--- src/rtl/nes_rom_writer.sv ---
// nes_rom_writer: parses the iNES header from the SD byte stream, skips the
// optional trainer, and writes PRG then CHR bytes to memory via req/ack.
// A small FIFO absorbs memory stalls because the input stream cannot stall.
module nes_rom_writer #(
  parameter int unsigned       ADDR_W   = 22,
  parameter logic [ADDR_W-1:0] CHR_BASE = 22'h200000,
  parameter int unsigned       FIFO_LOG = 4
) (
  input  logic              clk,
  input  logic              resetn,
  input  logic              load_start,
  input  logic [7:0]        din,
  input  logic              din_valid,
  output logic [ADDR_W-1:0] mem_addr,
  output logic [7:0]        mem_din,
  output logic              mem_req,
  input  logic              mem_ack,
  output logic [7:0]        mapper,
  output logic              mirroring,
  output logic              four_screen,
  output logic              battery,
  output logic [7:0]        prg_banks,
  output logic [7:0]        chr_banks,
  output logic              hdr_valid,
  output logic              hdr_error,
  output logic              overflow,
  output logic              done
);

  localparam int unsigned DEPTH   = 1 << FIFO_LOG;
  localparam int unsigned ENTRY_W = ADDR_W + 8;

  typedef enum logic [2:0] {
    S_HDR, S_TRAINER, S_PRG, S_CHR, S_DRAIN, S_DONE, S_ERR
  } state_t;

  state_t              state_q, state_d;
  logic [3:0]          hdr_cnt_q, hdr_cnt_d;
  logic                magic_bad_q, magic_bad_d;
  logic [7:0]          prg_q, prg_d;
  logic [7:0]          chr_q, chr_d;
  logic [7:0]          flags6_q, flags6_d;
  logic [3:0]          flags7_q, flags7_d;   // only the upper nibble of flags7 matters
  logic                hdr_valid_q, hdr_valid_d;
  logic                hdr_error_q, hdr_error_d;
  logic                overflow_q, overflow_d;
  logic [21:0]         cnt_q, cnt_d;         // bytes remaining in the current section
  logic [ADDR_W-1:0]   waddr_q, waddr_d;     // address of the next byte pushed
  logic [FIFO_LOG:0]   wr_ptr_q, wr_ptr_d;
  logic [FIFO_LOG:0]   rd_ptr_q, rd_ptr_d;
  logic                req_q, req_d;
  logic [ADDR_W-1:0]   maddr_q, maddr_d;
  logic [7:0]          mdata_q, mdata_d;

  logic [ENTRY_W-1:0]  fifo_mem [DEPTH];
  logic [ENTRY_W-1:0]  rd_entry;
  logic                push_en;
  logic                fifo_empty;
  logic                fifo_full;
  logic [31:0]         prg_bytes;
  logic [21:0]         chr_bytes;
  logic                prg_bad;

  assign fifo_empty = (wr_ptr_q == rd_ptr_q);
  assign fifo_full  = (wr_ptr_q[FIFO_LOG] != rd_ptr_q[FIFO_LOG]) &&
                      (wr_ptr_q[FIFO_LOG-1:0] == rd_ptr_q[FIFO_LOG-1:0]);
  assign rd_entry   = fifo_mem[rd_ptr_q[FIFO_LOG-1:0]];

  assign prg_bytes  = {10'd0, prg_q, 14'd0};
  assign chr_bytes  = {1'b0, chr_q, 13'd0};
  assign prg_bad    = (prg_q == 8'd0) || (prg_bytes > 32'(CHR_BASE));

  // Next-state logic: header parsing, section counting, FIFO push and memory-port pop
  always_comb begin
    state_d     = state_q;
    hdr_cnt_d   = hdr_cnt_q;
    magic_bad_d = magic_bad_q;
    prg_d       = prg_q;
    chr_d       = chr_q;
    flags6_d    = flags6_q;
    flags7_d    = flags7_q;
    hdr_valid_d = hdr_valid_q;
    hdr_error_d = hdr_error_q;
    overflow_d  = overflow_q;
    cnt_d       = cnt_q;
    waddr_d     = waddr_q;
    wr_ptr_d    = wr_ptr_q;
    rd_ptr_d    = rd_ptr_q;
    req_d       = req_q;
    maddr_d     = maddr_q;
    mdata_d     = mdata_q;
    push_en     = 1'b0;

    // Memory port: drop req the cycle after ack, then pop the next entry
    if (req_q && mem_ack) begin
      req_d = 1'b0;
    end
    if (!req_q && !fifo_empty) begin
      req_d    = 1'b1;
      maddr_d  = rd_entry[ENTRY_W-1:8];
      mdata_d  = rd_entry[7:0];
      rd_ptr_d = rd_ptr_q + 1'b1;
    end

    unique case (state_q)
      S_HDR: begin
        if (din_valid) begin
          hdr_cnt_d = hdr_cnt_q + 1'b1;
          unique case (hdr_cnt_q)
            4'd0: if (din != 8'h4E) magic_bad_d = 1'b1;
            4'd1: if (din != 8'h45) magic_bad_d = 1'b1;
            4'd2: if (din != 8'h53) magic_bad_d = 1'b1;
            4'd3: begin
              if (magic_bad_q || (din != 8'h1A)) begin
                state_d     = S_ERR;
                hdr_error_d = 1'b1;
              end
            end
            4'd4: prg_d    = din;
            4'd5: chr_d    = din;
            4'd6: flags6_d = din;
            4'd7: flags7_d = din[7:4];
            4'd15: begin
              if (prg_bad) begin
                state_d     = S_ERR;
                hdr_error_d = 1'b1;
              end else begin
                hdr_valid_d = 1'b1;
                waddr_d     = '0;
                if (flags6_q[2]) begin
                  state_d = S_TRAINER;
                  cnt_d   = 22'd512;
                end else begin
                  state_d = S_PRG;
                  cnt_d   = prg_bytes[21:0];
                end
              end
            end
            default: ;
          endcase
        end
      end

      S_TRAINER: begin
        if (din_valid) begin
          cnt_d = cnt_q - 1'b1;
          if (cnt_q == 22'd1) begin
            state_d = S_PRG;
            cnt_d   = prg_bytes[21:0];
          end
        end
      end

      S_PRG, S_CHR: begin
        if (din_valid) begin
          // A dropped byte still consumes its address so later bytes stay aligned
          if (fifo_full) begin
            overflow_d = 1'b1;
          end else begin
            push_en  = 1'b1;
            wr_ptr_d = wr_ptr_q + 1'b1;
          end
          waddr_d = waddr_q + 1'b1;
          cnt_d   = cnt_q - 1'b1;
          if (cnt_q == 22'd1) begin
            if ((state_q == S_PRG) && (chr_q != 8'd0)) begin
              state_d = S_CHR;
              cnt_d   = chr_bytes;
              waddr_d = CHR_BASE;
            end else begin
              state_d = S_DRAIN;
            end
          end
        end
      end

      S_DRAIN: begin
        if (fifo_empty && !req_q) state_d = S_DONE;
      end

      S_DONE, S_ERR: ;

      default: state_d = S_HDR;
    endcase

    // load_start wins over everything, including a pending write
    if (load_start) begin
      state_d     = S_HDR;
      hdr_cnt_d   = '0;
      magic_bad_d = 1'b0;
      prg_d       = '0;
      chr_d       = '0;
      flags6_d    = '0;
      flags7_d    = '0;
      hdr_valid_d = 1'b0;
      hdr_error_d = 1'b0;
      overflow_d  = 1'b0;
      cnt_d       = '0;
      waddr_d     = '0;
      wr_ptr_d    = '0;
      rd_ptr_d    = '0;
      req_d       = 1'b0;
      maddr_d     = '0;
      mdata_d     = '0;
      push_en     = 1'b0;
    end
  end

  // State and control registers
  always_ff @(posedge clk or negedge resetn) begin
    if (!resetn) begin
      state_q     <= S_HDR;
      hdr_cnt_q   <= '0;
      magic_bad_q <= 1'b0;
      prg_q       <= '0;
      chr_q       <= '0;
      flags6_q    <= '0;
      flags7_q    <= '0;
      hdr_valid_q <= 1'b0;
      hdr_error_q <= 1'b0;
      overflow_q  <= 1'b0;
      cnt_q       <= '0;
      waddr_q     <= '0;
      wr_ptr_q    <= '0;
      rd_ptr_q    <= '0;
      req_q       <= 1'b0;
      maddr_q     <= '0;
      mdata_q     <= '0;
    end else begin
      state_q     <= state_d;
      hdr_cnt_q   <= hdr_cnt_d;
      magic_bad_q <= magic_bad_d;
      prg_q       <= prg_d;
      chr_q       <= chr_d;
      flags6_q    <= flags6_d;
      flags7_q    <= flags7_d;
      hdr_valid_q <= hdr_valid_d;
      hdr_error_q <= hdr_error_d;
      overflow_q  <= overflow_d;
      cnt_q       <= cnt_d;
      waddr_q     <= waddr_d;
      wr_ptr_q    <= wr_ptr_d;
      rd_ptr_q    <= rd_ptr_d;
      req_q       <= req_d;
      maddr_q     <= maddr_d;
      mdata_q     <= mdata_d;
    end
  end

  // FIFO storage: {addr, data} per entry, no reset needed (pointers gate validity)
  always_ff @(posedge clk) begin
    if (push_en) fifo_mem[wr_ptr_q[FIFO_LOG-1:0]] <= {waddr_q, din};
  end

  assign mem_addr    = maddr_q;
  assign mem_din     = mdata_q;
  assign mem_req     = req_q;
  assign mapper      = {flags7_q, flags6_q[7:4]};
  assign mirroring   = flags6_q[0];
  assign four_screen = flags6_q[3];
  assign battery     = flags6_q[1];
  assign prg_banks   = prg_q;
  assign chr_banks   = chr_q;
  assign hdr_valid   = hdr_valid_q;
  assign hdr_error   = hdr_error_q;
  assign overflow    = overflow_q;
  assign done        = (state_q == S_DONE);

endmodule

--- config.mk ---
export PLATFORM = sky130hd
export DESIGN_NAME = nes_rom_writer
export DESIGN_NICKNAME = d
export VERILOG_FILES = /design/src/rtl/nes_rom_writer.sv
export SDC_FILE = /design/constraint.sdc
export NUM_CORES = 1
export LEC_CHECK = 0
export ABC_AREA = 0
export BUFFER_PORTS_ARGS = -buffer_cell sky130_fd_sc_hd__buf_2
export CORE_ASPECT_RATIO = 0.6
export CORE_MARGIN = 8
export CORE_UTILIZATION = 31
export CTS_CLUSTER_DIAMETER = 30
export DETAILED_ROUTE_END_ITERATION = 10
export PLACE_DENSITY = 0.53
export SLEW_MARGIN = 20
export SYNTH_ARGS = -nofsm -noshare
export SYNTH_HDL_FRONTEND = slang
export SYNTH_SLANG_ARGS = --single-unit
--- constraint.sdc ---
create_clock -name clk -period 5.9 [get_ports clk]
set_clock_uncertainty 0.1 [all_clocks]
set_input_delay 1.18 -clock clk [delete_from_list [all_inputs] [get_ports clk]]
set_output_delay 1.18 -clock clk [all_outputs]
set_load 0.03 [all_outputs]
==> reports/qor.txt <==
Inserted Clock Buffers: 80
CP Capture Type: flip-flop
Hold violation total from the final report: 0
Fin crit share: 0.666
Fmax: 254 MHz
Htree depth: 3
Synthesized area: 0.0246 mm2
Most frequent cells in the layout: 480 x edfxtp_1, 150 x mux4_2, 141 x nand2_1
Synth unique cells: 67
PwrDens: 407 mW/mm2
Period minus WS final: 3930 ps
Via density: 5.10
Worst setup path class: reg -> reg
Number of synthesized register bits: 604
Post-synthesis simple-gate area fraction: 0.0690
CTS tree: done
Register area share after synthesis: 0.712
Port Buffers: 74
Ant. Diodes: 0
Outcome: complete, no violations
Adder-cell share of the synthesized area: 0.00611
Mapped Avg Cell Area: 17.2 um2
Gr ovfl total: 0
Floorplan row count: 80
Async SR Flop Fraction: 0.205
HPWL after DPL: 37800 um
Vias in the first global route: 13630
RD Place Congestion: 0.823
Mapped Cells: 1431
DR vias: 13635
Bufs on Longest Clock Path: 3
Wirelength, routed: 62700 um
Core ar.: 0.0790 mm2
Max_slew headroom: 0.307
Post-layout instance area: 0.0291 mm2
CTS sink cnt: 604
Hold_buf cts: 0
Die X: 380 um
Worst-path clk slew: 60 ps
Inst Count DP: 2519
Post-CTS Resized: 0
CP required: 6120 ps
Total die area: 0.0889 mm2
Drt wl/cell: 23.4 um
Area Overhead vs Synth: 18.4%
Main combinational cell family by area after synthesis: multiplexers
Nets@finish: 1567
Initial DRT Pass Iterations: 6
Initial Util: 0.311
CP Launch Type: flip-flop
Layout cells sized above 1: 0.271
Antenna violations before repair: 2
Post-synth EDFFs: 480
Worst skew pair latency: 620 ps
Antenna-violating nets left: 0
Total track usage: 0.140
Iter 0 DRT Violations: 1608
Critical path fanouts, max: 34
# DRC: 0
Post-Synth XOR/XNOR Area: 0.0139
Reg-to-reg slack, setup: 1970 ps
Post-DP Area: 0.0263 mm2
Final Power: 11.9 mW
Peak VDD IR: 0.000190 V
Mux share of post-synthesis cell area: 0.138
Die Ht: 234 um
Final setup vio count: 0
Top_reg_cell synth: edfxtp_1
Commonest non-fill, non-tap cell in the layout: edfxtp_1
HP Class: in -> async
Slew @ Worst Pin: 1040 ps
RSZ-0062 raised after global routing: false
Pins over their slew limit: 0
Syn nets: 1456
First-pass GRT wire length: 93800 um
Max Cap Viol: 0
Post-CTS Setup Repair Bufs: 0
Largest net degree at the start of global routing: 93
Setup tns final: 0 ps
# IOs: 75
Root buffer cell: clkbuf_16
Pleak: 10.0 nW
WP data arrival: 4150 ps
Compound-Gate Fraction of Synth Area: 0.0429
Post-Layout Cell Count: 2673
YS warnings: 0
worst paths after layout:
kind                            depth (start not counted)         endpoint        start
worst max-delay path                                    7  fifo_mem[3][15]  rd_ptr_q[2]
worst min-delay path                                    1     mem_addr[10]       resetn
worst max register to register                          7  fifo_mem[3][15]  rd_ptr_q[2]
worst min register to register                          2      flags7_q[3]  flags7_q[3]
max in group asynchronous                               2        cnt_q[11]       resetn
min in group clk                                        2      flags7_q[3]  flags7_q[3]
metal layers:
layer / GRT usage / vias to the layer above / wire (um) / share of wire
li1: - / 5888 / - / -
met1: 0.227 / 7175 / 32200 / 0.51
met2: 0.184 / 482 / 25200 / 0.40
met3: 0.0320 / 90 / 4230 / 0.067
met4: 0.0306 / 0 / 1010 / 0.016
met5: 0 / - / 0 / 0
logic make-up after synthesis:
family,Yosys count
DFF,604
and+or+nand+nor,355
AOI/OAI and AO/OA,168
muxes,152
buffers and inverters,101
xor gates and xnor gates,39
adders and majority gates,12
worst max-delay path, cell delays in order (launching register included):
cell and delay (ps):
dfrtp_2 340, buf_4 550, xor2_1 240, nor4_2 120
a21oi_1 680, nand2b_1 370, nor2_4 890, buf_4 320
sequential cells by signal, indices dropped and copies added (netlist names), 4 cells and up:
register / count
prg_banks: 8
wr_ptr_q: 5
waddr_q: 22
hdr_cnt_q: 4
flags6_q: 8
mem_din: 8
mem_addr: 22
fifo_mem: 480
chr_banks: 8
flags7_q: 4
rd_ptr_q: 5
cnt_q: 22
through the flow:
| stage | setup slack (ps) | utilization | hold slack (ps) |
|---|---|---|---|
| after global routing | 1580 | 0.369 | 363 |
| after global placement | 1870 | 0.333 | 378 |
| after floorplan | 1330 | - | 364 |
| after detailed placement | 1770 | 0.333 | 379 |
| after CTS | 1850 | 0.367 | 332 |
| final | 1970 | 0.369 | 360 |
power by group:
| part | leakage (nW) | internal, mW | switching [mW] |
|---|---|---|---|
| combinational | 2.36 | 0.777 | 1.41 |
| sequential | 6.42 | 4.73 | 0.221 |
| clock | 1.26 | 2.75 | 1.98 |
area by class of cell:
cell class | count | area, um2
fill | 7272 | 49900
multi-input combinational | 726 | 6770
sequential | 604 | 17500
inverter | 22 | 82.6
tap | 1066 | 1330
timing repair buffer | 108 | 785
clock buffer | 86 | 2070
clock inverter | 61 | 558
Yosys cell counts, types with 7 or more instances:
cell,count,area [um2]
edfxtp_1,480,14400
a21oi_1,77,385
inv_1,22,82.6
buf_1,7,26.3
nand3_1,38,190
dfrtp_1,124,3100
mux4_2,150,3380
nand4_1,10,62.6
xor2_1,14,123
nor2_1,80,300
ha_1,12,150
o2bb2ai_1,7,61.3
nand2_1,141,529
xnor2_1,25,219
clkbuf_1,49,184
buf_2,16,80.1
o21ai_0,23,115
nor4_1,12,75.1
o21ai_1,7,35.0
nor3_1,24,120
Note: power is estimated with default switching activity, not from simulation.
